<file path="config.mk">
export PLATFORM = sky130hd
export DESIGN_NAME = ro_freq_counter
export DESIGN_NICKNAME = d
export VERILOG_FILES = /design/src/rtl/ro_freq_counter.sv
export SDC_FILE = /design/constraint.sdc
export NUM_CORES = 1
export LEC_CHECK = 0
export ABC_AREA = 1
export ABC_CLOCK_PERIOD_IN_PS = 3460
export BUFFER_PORTS_ARGS = -buffer_cell sky130_fd_sc_hd__buf_2
export CELL_PAD_IN_SITES_DETAIL_PLACEMENT = 1
export CELL_PAD_IN_SITES_GLOBAL_PLACEMENT = 1
export CORE_MARGIN = 1.5
export CORE_UTILIZATION = 41
export CTS_BUF_LIST = sky130_fd_sc_hd__clkbuf_16
export DETAILED_ROUTE_END_ITERATION = 16
export GPL_ROUTABILITY_DRIVEN = 0
export PLACE_DENSITY = 0.81
export SETUP_SLACK_MARGIN = 0.4
export SYNTH_ARGS = -nofsm -noshare
export SYNTH_HDL_FRONTEND = slang
export SYNTH_SLANG_ARGS = --single-unit
</file>
<file path="constraint.sdc">
create_clock -name wb_clk_i -period 3.46 [get_ports wb_clk_i]
set_clock_uncertainty 0.05 [all_clocks]
set_input_delay 0.173 -clock wb_clk_i [delete_from_list [all_inputs] [get_ports wb_clk_i]]
set_output_delay 0.173 -clock wb_clk_i [all_outputs]
set_load 0.02 [all_outputs]
</file>
<file path="src/rtl/ro_freq_counter.sv">
// ro_freq_counter: Wishbone-mapped ring-oscillator frequency counter.
// Counts synchronized rising edges of ro_in over a programmable gate window,
// with single-shot or continuous measurement and an abort control.
// Optional macro RO_FREQ_COUNTER_IRQ_EN adds CTRL.IE and the irq_o output.
// Note: ro_in above wb_clk_i/2 aliases and is not detected.
module ro_freq_counter #(
  parameter logic [31:0] BASE_ADR = 32'h3000_0000,
  parameter int unsigned CNT_W    = 24,
  parameter int unsigned GATE_W   = 20
) (
  input  logic        wb_clk_i,
  input  logic        wb_rst_ni,
  input  logic        wbs_cyc_i,
  input  logic        wbs_stb_i,
  input  logic        wbs_we_i,
  input  logic [3:0]  wbs_sel_i,
  input  logic [31:0] wbs_adr_i,
  input  logic [31:0] wbs_dat_i,
  output logic        wbs_ack_o,
  output logic [31:0] wbs_dat_o,
`ifdef RO_FREQ_COUNTER_IRQ_EN
  output logic        irq_o,
`endif
  input  logic        ro_in,
  output logic [3:0]  ro_sel_o
);

  localparam logic [1:0] REG_CTRL   = 2'd0;
  localparam logic [1:0] REG_GATE   = 2'd1;
  localparam logic [1:0] REG_COUNT  = 2'd2;
  localparam logic [1:0] REG_STATUS = 2'd3;

  typedef enum logic [1:0] {
    ST_IDLE  = 2'd0,
    ST_COUNT = 2'd1,
    ST_LATCH = 2'd2
  } state_e;

  state_e              state_q, state_d;
  logic                s1_q, s2_q, s3_q;
  logic                edge_c;
  logic [GATE_W-1:0]   gate_q, gate_d;
  logic [GATE_W-1:0]   gate_cnt_q, gate_cnt_d;
  logic [CNT_W-1:0]    edge_cnt_q, edge_cnt_d;
  logic [CNT_W-1:0]    count_q, count_d;
  logic                ovf_int_q, ovf_int_d;
  logic                ovf_q, ovf_d;
  logic                done_q, done_d;
  logic                cont_q, cont_d;
  logic [3:0]          sel_q, sel_d;
  logic                ie_c;
  logic                ack_q;
  logic [31:0]         dat_q;
  logic [31:0]         rdata_c;
  logic [31:0]         gate_merge_c;
  logic                hit_c, wr_ctrl_c, wr_gate_c, wr_stat_c;
  logic                start_c, abort_c, busy_c;
  logic                load_c, count_en_c, latch_c;
  logic                unused_c;

  assign unused_c  = ^wbs_adr_i[1:0];

  assign hit_c     = wbs_cyc_i & wbs_stb_i & ~ack_q &
                     (wbs_adr_i[31:4] == BASE_ADR[31:4]);
  assign wr_ctrl_c = hit_c & wbs_we_i & (wbs_adr_i[3:2] == REG_CTRL);
  assign wr_gate_c = hit_c & wbs_we_i & (wbs_adr_i[3:2] == REG_GATE);
  assign wr_stat_c = hit_c & wbs_we_i & (wbs_adr_i[3:2] == REG_STATUS);
  assign start_c   = wr_ctrl_c & wbs_sel_i[0] & wbs_dat_i[0];
  assign abort_c   = wr_ctrl_c & wbs_sel_i[0] & wbs_dat_i[2];
  assign busy_c    = (state_q != ST_IDLE);
  assign edge_c    = s2_q & ~s3_q;

  // Synchronize ro_in and keep one history flop for rising-edge detection
  always_ff @(posedge wb_clk_i or negedge wb_rst_ni) begin
    if (!wb_rst_ni) begin
      s1_q <= 1'b0;
      s2_q <= 1'b0;
      s3_q <= 1'b0;
    end else begin
      s1_q <= ro_in;
      s2_q <= s1_q;
      s3_q <= s2_q;
    end
  end

  // Measurement FSM state register
  always_ff @(posedge wb_clk_i or negedge wb_rst_ni) begin
    if (!wb_rst_ni) state_q <= ST_IDLE;
    else            state_q <= state_d;
  end

  // Next state; abort overrides everything, including a coincident start
  always_comb begin
    state_d = state_q;
    if (abort_c) begin
      state_d = ST_IDLE;
    end else begin
      case (state_q)
        ST_IDLE:  if (start_c) state_d = (gate_q == '0) ? ST_LATCH : ST_COUNT;
        ST_COUNT: if (gate_cnt_q == GATE_W'(1)) state_d = ST_LATCH;
        ST_LATCH: begin
          if (cont_q) state_d = (gate_q == '0) ? ST_LATCH : ST_COUNT;
          else        state_d = ST_IDLE;
        end
        default:  state_d = ST_IDLE;
      endcase
    end
  end

  // FSM control outputs for the counter and result datapath
  always_comb begin
    load_c     = 1'b0;
    count_en_c = 1'b0;
    latch_c    = 1'b0;
    if (!abort_c) begin
      case (state_q)
        ST_IDLE:  load_c = start_c;
        ST_COUNT: count_en_c = 1'b1;
        ST_LATCH: begin
          latch_c = 1'b1;
          load_c  = cont_q;
        end
        default:  ;
      endcase
    end
  end

  // Gate countdown and saturating edge counter
  always_comb begin
    gate_cnt_d = gate_cnt_q;
    edge_cnt_d = edge_cnt_q;
    ovf_int_d  = ovf_int_q;
    if (load_c) begin
      gate_cnt_d = gate_q;
      edge_cnt_d = '0;
      ovf_int_d  = 1'b0;
    end else if (count_en_c) begin
      gate_cnt_d = gate_cnt_q - GATE_W'(1);
      if (edge_c) begin
        if (&edge_cnt_q) ovf_int_d  = 1'b1;
        else             edge_cnt_d = edge_cnt_q + CNT_W'(1);
      end
    end
  end

  // Counter registers
  always_ff @(posedge wb_clk_i or negedge wb_rst_ni) begin
    if (!wb_rst_ni) begin
      gate_cnt_q <= '0;
      edge_cnt_q <= '0;
      ovf_int_q  <= 1'b0;
    end else begin
      gate_cnt_q <= gate_cnt_d;
      edge_cnt_q <= edge_cnt_d;
      ovf_int_q  <= ovf_int_d;
    end
  end

`ifdef RO_FREQ_COUNTER_IRQ_EN
  logic ie_q, ie_d;
  logic irq_q;
  assign ie_c  = ie_q;
  assign irq_o = irq_q;

  // Interrupt enable and registered done interrupt
  always_ff @(posedge wb_clk_i or negedge wb_rst_ni) begin
    if (!wb_rst_ni) begin
      ie_q  <= 1'b0;
      irq_q <= 1'b0;
    end else begin
      ie_q  <= ie_d;
      irq_q <= done_q & ie_q;
    end
  end
`else
  assign ie_c = 1'b0;
`endif

  // Software register updates; SEL and GATE are frozen while a measurement runs
  always_comb begin
    cont_d       = cont_q;
    sel_d        = sel_q;
    gate_d       = gate_q;
    done_d       = done_q;
    ovf_d        = ovf_q;
    count_d      = count_q;
`ifdef RO_FREQ_COUNTER_IRQ_EN
    ie_d         = ie_q;
`endif
    gate_merge_c = 32'(gate_q);
    for (int b = 0; b < 4; b++) begin
      if (wbs_sel_i[b]) gate_merge_c[8*b +: 8] = wbs_dat_i[8*b +: 8];
    end
    if (wr_ctrl_c && wbs_sel_i[0]) begin
      cont_d = wbs_dat_i[1];
      if (!busy_c) sel_d = wbs_dat_i[7:4];
`ifdef RO_FREQ_COUNTER_IRQ_EN
      ie_d = wbs_dat_i[3];
`endif
    end
    if (wr_gate_c && !busy_c) gate_d = GATE_W'(gate_merge_c);
    if (latch_c) begin
      count_d = edge_cnt_q;
      ovf_d   = ovf_int_q;
      done_d  = 1'b1;
    end else if (wr_stat_c && wbs_sel_i[0]) begin
      if (wbs_dat_i[1]) done_d = 1'b0;
      if (wbs_dat_i[2]) ovf_d  = 1'b0;
    end
  end

  // Software-visible registers
  always_ff @(posedge wb_clk_i or negedge wb_rst_ni) begin
    if (!wb_rst_ni) begin
      cont_q  <= 1'b0;
      sel_q   <= '0;
      gate_q  <= '0;
      done_q  <= 1'b0;
      ovf_q   <= 1'b0;
      count_q <= '0;
    end else begin
      cont_q  <= cont_d;
      sel_q   <= sel_d;
      gate_q  <= gate_d;
      done_q  <= done_d;
      ovf_q   <= ovf_d;
      count_q <= count_d;
    end
  end

  // Read data mux
  always_comb begin
    rdata_c = '0;
    case (wbs_adr_i[3:2])
      REG_CTRL:   rdata_c = {24'h0, sel_q, ie_c, 1'b0, cont_q, 1'b0};
      REG_GATE:   rdata_c = 32'(gate_q);
      REG_COUNT:  rdata_c = 32'(count_q);
      REG_STATUS: rdata_c = {29'h0, ovf_q, done_q, busy_c};
      default:    rdata_c = '0;
    endcase
  end

  // One-wait-state acknowledge with read data valid only alongside ack
  always_ff @(posedge wb_clk_i or negedge wb_rst_ni) begin
    if (!wb_rst_ni) begin
      ack_q <= 1'b0;
      dat_q <= '0;
    end else begin
      ack_q <= hit_c;
      dat_q <= (hit_c && !wbs_we_i) ? rdata_c : '0;
    end
  end

  assign wbs_ack_o = ack_q;
  assign wbs_dat_o = dat_q;
  assign ro_sel_o  = sel_q;

endmodule

</file>
==> results of run 1 <==
## flip-flops by register name (all words and copies together) (netlist names)
signal,cells
s1_q,1
edge_cnt_q,24
done_q,1
state_q,2
wbs_ack_o,1
cont_q,1
ro_sel_o,4
ovf_q,1
gate_q,20
gate_cnt_q,20
count_q,24
s2_q,1
ovf_int_q,1
s3_q,1
wbs_dat_o,24
## worst max-delay path, delay by kind of cell (launching register included)
kind / cells / cell delay [ns]
simple gates: 10 / 2.11
flops: 1 / 0.40
## power groups by stage
stage          clock, uW  sequential, uW  combinational (uW)
5_1_grt             1850            1480                 154
3_5_place_dp           0            1500                 119
3_3_place_gp           0            1500                 117
6_report            1770            1480                 138
4_1_cts             1790            1480                 138
2_1_floorplan          0            1500                42.6
## routing by layer
metal,up-vias,part of all wire (%)
li1,3069,-
met1,3123,43
met2,126,51
met3,20,4.4
met4,0,1.3
met5,-,0
## synth_stat cells (2+ instances only)
cell type  number  area share, %
nand2_1       280             15
dfrtp_1       126             45
nor2_1         93            5.0
nand3_1        92            6.6
inv_1          78            4.2
o21ai_0        37            2.7
xor2_1         31            3.9
nand3b_1       25            2.7
a21oi_1        15            1.1
buf_4          15            1.6
nor3_1         15            1.1
o21ai_1        12           0.87
nand4_1        11           0.99
buf_2           8           0.58
buf_6           8            1.3
inv_2           8           0.43
clkbuf_1        7           0.38
a31oi_1         5           0.45
xnor2_1         5           0.63
ha_1            3           0.54
nand2_2         3           0.27
nor3_4          3           0.70
clkinv_1        2           0.11
nand2_4         2           0.32
nand3_2         2           0.29
nor2_2          2           0.18
nor2_4          2           0.32
nor4_1          2           0.18
## cell families (layout without fill, tap and decap cells)
family	after synthesis	count (layout)	share of synthesized area, %
AND/OR/NAND/NOR	538	538	34.7
XOR/XNOR	36	36	4.55
other	1	8	0.0541
buffers and inverters	128	235	9.15
flip-flops	126	126	45.5
AO/OA/AOI/OAI	73	73	5.52
adder cells (fa/ha/maj)	3	3	0.542
## per-stage QoR
stage	utilization (%)	hold WS, ns
after floorplan	-	-0.173
after global placement	44.9	0.245
after detailed placement	44.9	0.247
after CTS	49.7	0.0233
after global routing	49.7	0.0261
final	49.7	0.0309
## worst paths after layout
kind,from,to,cells past startpoint
setup / recovery,wbs_ack_o,edge_cnt_q[19],10
hold / removal,wbs_dat_i[1],cont_q,3
setup reg to reg,wbs_ack_o,edge_cnt_q[19],10
hold reg to reg,s1_q,s2_q,0
max in group asynchronous,wb_rst_ni,edge_cnt_q[6],3
min in group asynchronous,wb_rst_ni,ro_sel_o[2],2
## cell type report
cell class | instances | area [sq um] | share of cell area (%)
inverters | 88 | 330 | 4.03
flip-flops and latches | 126 | 3150 | 38.4
well taps | 220 | 275 | 3.35
clock buffers | 17 | 425 | 5.18
repair buffers | 115 | 698 | 8.51
clock inverters | 15 | 154 | 1.88
multi-input cells | 658 | 3170 | 38.6
==> flow_summary.json, run 1 <==
{
  "tightestPinTransition_ns": 1.01,
  "setup_ws_ns": 0.752,
  "synth_warnings": 0,
  "met2_usage_pct": 43.8,
  "switching_share_pct": 25.0,
  "path_cells": "nor2_1, nand2_1, nor2_1, nand2_1, nor2_4, nand4_1, nand2_2, nand2_4, nand3b_1, nand2_1",
  "viasPerCell": 5.12,
  "fin_setup_tns_ns": 0,
  "area_growth_pct": 18.4,
  "die_area_sq_um": 17700,
  "cellLeakagePower_uw": 0.00420,
  "coreArea_sq_um": 16500,
  "layout_commonest_cell": "nand2_1",
  "fill_cells": 2087,
  "hold_viol_final": 0,
  "comb_power_share_pct": 4.1,
  "die_height_microns": 133,
  "crit_path_top_delay_cell": "nand2_4",
  "r2r_slack_ns": 0.75,
  "ctsResizeCount": 0,
  "port_buffers": 87,
  "grt_pass1_wl_mm": 34.6,
  "cts_root_buffer": "clkbuf_16",
  "final_cell_mix": "nand2_1 (280), dfrtp_1 (126), nor2_1 (93), nand3_1 (92), buf_2 (86)",
  "hold_path.class": "in -> reg",
  "path_max_fanout": 80,
  "cts-buffers-inserted": 17,
  "clock_latency_ns": 0.43,
  "drc_errors": 0,
  "crit_top_cell": "nand2_1",
  "initial_utilization_pct": 41.9,
  "grt_pass1_vias": 6636,
  "internal_power_uw": 2540,
  "pwr_density_cell_nw_per_um2": 413,
  "antennaDiodeCount": 0,
  "ant_nets": 0,
  "crit_type": "reg -> reg",
  "fp.dieW_microns": 133,
  "io_pins": 111,
  "power_frac_seq_pct": 43.6,
  "gr-usage-met1_pct": 31.9,
  "rows": 47,
  "rsz0062_at_grt": "no",
  "antenna_found_initial": 0,
  "finalSetupViolations": 0,
  "placed_area_sq_um": 7430,
  "netlist_area_sq_um": 6930,
  "period_minus_slack_ns": 2.71,
  "min_period_over_period_pct": 78.3,
  "cts_sinks": 126,
  "grt.total_usage_pct": 25.1,
  "num-nets-final": 1083,
  "vias": 6338,
  "layout-drive-gt1-share_pct": 15.0,
  "final_cell_count_no_fill": 1239,
  "slew_headroom_pct": 32.5,
  "fin_area_sq_um": 8210,
  "drv_cap": 0,
  "wl_per_cell_microns": 17.1,
  "syn_inst": 905,
  "cp_data_arrival_time_ns": 2.96,
  "switching_power_uw": 845,
  "use_met3_pct": 4.06,
  "dp_cells": 1187,
  "p_clk_share_pct": 52.4,
  "start_kind": "flip-flop",
  "dp_hpwl_mm": 14.7,
  "synth-seq-cells": 126,
  "clk_pin_slew_ns": 0.06,
  "post_cts_buffers": 0,
  "postSynth.asyncResetShare_pct": 100,
  "synth-main-ff-cell": "dfrtp_1",
  "end_kind": "flip-flop",
  "clk_path_buf_depth": 2,
  "wirelength_mm": 21.2,
  "cpPeakStageDelay_ns": 0.56,
  "cts_tree": "yes",
  "place_worst_setup_slack_ns": 0.825,
  "clock.fmax_mhz": 369,
  "slew_viol_final": 0,
  "ys_seq_area_share_pct": 45.5,
  "grt_remaining_overflow": 0,
  "busiest_layer": "met2",
  "power_uw": 3390,
  "htreeDepth": 4,
  "grt_max_degree": 81,
  "postCtsHoldBufs": 20,
  "synth_enable_flop_cells": 0,
  "syn_avg_cell_area_sq_um": 7.66,
  "outcome": "finished, final reports clean",
  "synthDistinctLibCells": 41,
  "drtIter0Drc": 334,
  "critPathRequiredTime_ns": 3.72,
  "dr.pass1.iters": 4,
  "ir_drop_mv": 0.395
}
Power figures use the tool's default switching activity.
==> run 2, diff against run 1 <==
Settings changed: ABC_CLOCK_PERIOD_IN_PS 3460 to 2700.
Clock period 3.46 ns to 2.7 ns, I/O delays scaled along.
==> run 2 against run 1 <==
Via count grew 3.0%. Register-to-register slack lost 0.19 ns. Final area grew 2.1%. Count of clock-buffer cells in the layout is the same. Non-clock buffer count grew 13. Clock power grew 31%. Routed wire length grew 2.8%. Critical endpoint is now gate_q[12].
==> flow_summary.json, run 2 (same netlist as run 1, synthesis figures left out) <==
{
  "ant_nets": 0,
  "wirelength_mm": 21.8,
  "rsz0062_at_grt": "no",
  "antennaDiodeCount": 0,
  "clock.fmax_mhz": 467,
  "die_height_microns": 133,
  "port_buffers": 87,
  "grt_pass1_vias": 6896,
  "cellLeakagePower_uw": 0.00428,
  "final_cell_count_no_fill": 1253,
  "cpPeakStageDelay_ns": 0.54,
  "setup_ws_ns": 0.558,
  "vias": 6527,
  "rows": 47,
  "fin_setup_tns_ns": 0,
  "min_to": "done_q",
  "initial_utilization_pct": 41.9,
  "period_minus_slack_ns": 2.14,
  "path_cells": "nor2_2, inv_2, nor3_1, nand3_2, nand2_1, o21ai_1",
  "cts-buffers-inserted": 17,
  "crit_type": "reg -> reg",
  "coreArea_sq_um": 16500,
  "pwr_density_cell_nw_per_um2": 523,
  "cts_tree": "yes",
  "ir_drop_mv": 0.469,
  "io_pins": 111,
  "clk_pin_slew_ns": 0.06,
  "multiInputGateArea_sq_um": 3200,
  "fp.dieW_microns": 133,
  "cts_root_buffer": "clkbuf_16",
  "critPathRequiredTime_ns": 2.95,
  "r2r_start": "state_q[0]",
  "hold_path.class": "in -> reg",
  "clock_latency_ns": 0.43,
  "seq_area_sq_um": 3150,
  "post-route-util_pct": 50.7,
  "grt.total_usage_pct": 25.5,
  "wl_per_cell_microns": 17.4,
  "tightestPinTransition_ns": 0.684,
  "cts_sinks": 126,
  "place_worst_setup_slack_ns": 0.275,
  "outcome": "finished, final reports clean",
  "slew_viol_final": 0,
  "dr.pass1.iters": 4,
  "viasPerCell": 5.21,
  "htreeDepth": 4,
  "final_cell_mix": "nand2_1 (280), dfrtp_1 (126), nor2_1 (93), nand3_1 (92), buf_2 (86)",
  "clk_path_buf_depth": 2,
  "layout-drive-gt1-share_pct": 16.0,
  "cp_data_arrival_time_ns": 2.39,
  "grt_remaining_overflow": 0,
  "end_kind": "flip-flop",
  "dp_cells": 1195,
  "worstHoldStart": "wbs_sel_i[0]",
  "r2r_slack_ns": 0.56,
  "holdPathStages": 4,
  "num-nets-final": 1097,
  "reg2reg_depth": 6,
  "drv_cap": 0,
  "r2r_end": "gate_q[12]",
  "hold_viol_final": 0,
  "grt_max_degree": 48,
  "fill_cells": 2091,
  "grt_pass1_wl_mm": 35.2,
  "drc_errors": 0,
  "crit_path_top_delay_cell": "nor3_1",
  "area_growth_pct": 20.9,
  "start_kind": "flip-flop",
  "drtIter0Drc": 305,
  "slew_headroom_pct": 54.1,
  "path_max_fanout": 16,
  "min_period_over_period_pct": 79.3,
  "layout_commonest_cell": "nand2_1",
  "dp_hpwl_mm": 15.1,
  "die_area_sq_um": 17700,
  "antenna_found_initial": 0,
  "power_uw": 4380,
  "finalSetupViolations": 0
}
[run 2: stage by stage]
stage	hold slack (ns)	area (sq um)
after floorplan	-0.211	6960
after global placement	0.144	7510
after detailed placement	0.142	7510
after CTS	0.0309	8330
after global routing	0.0809	8380
final	0.0442	8380
[run 2: worst max-delay path: cells and delay by family (launching register included)]
family	cells	cell delay (ns)
buffers and inverters	1	0.11
AOI/OAI and AO/OA	1	0.09
DFF	1	0.44
and+or+nand+nor	4	1.32
[run 2: power breakdown]
part | internal (uW) | total (uW) | switching, uW
sequential | 1890 | 1890 | 0.667
clock | 1370 | 2310 | 938
combinational | 70.4 | 181 | 111
total | 3330 | 4380 | 1050
[run 2: layer usage]
| layer | track usage [%] | vias to the layer above | share of wire, % |
|---|---|---|---|
| met2 | 42.6 | 144 | 49 |
| li1 | - | 3106 | - |
| met1 | 32.0 | 3231 | 44 |
| met4 | 11.4 | 0 | 3.1 |
| met5 | 0 | - | 0 |
| met3 | 5.21 | 46 | 4.1 |
[run 2: how the worst max path moves through the flow]
stage | startpoint | endpoint | slack (ns) | depth (start not counted)
2_1_floorplan | edge_cnt_q[0] | edge_cnt_q[20] | 0.96 | 11
3_3_place_gp | edge_cnt_q[0] | edge_cnt_q[15] | 0.37 | 10
3_5_place_dp | edge_cnt_q[0] | edge_cnt_q[11] | 0.28 | 10
4_1_cts | wbs_ack_o | edge_cnt_q[11] | 0.44 | 12
5_1_grt | wbs_ack_o | gate_cnt_q[5] | 0.35 | 13
6_report | state_q[0] | gate_q[12] | 0.56 | 6
[run 2: cell type report]
class                      count  share of cell area, %
clock buffer                  17                   5.07
clock inverter                15                   1.96
inverter                      88                   4.00
multi-input combinational    659                   38.2
sequential                   126                   37.6
tap                          220                   3.28
timing repair buffer         128                   9.90
[run 2: what timing repair did]
item                                    in CTS  in global routing
endpoints found under the hold margin       71                  0
endpoints found under the setup margin      31                 45
hold buffers                                22                  0
setup buffers                                0                  3
gates cloned                                 0                  1
gates resized for setup                      2                  5
pin swaps                                    0                  2
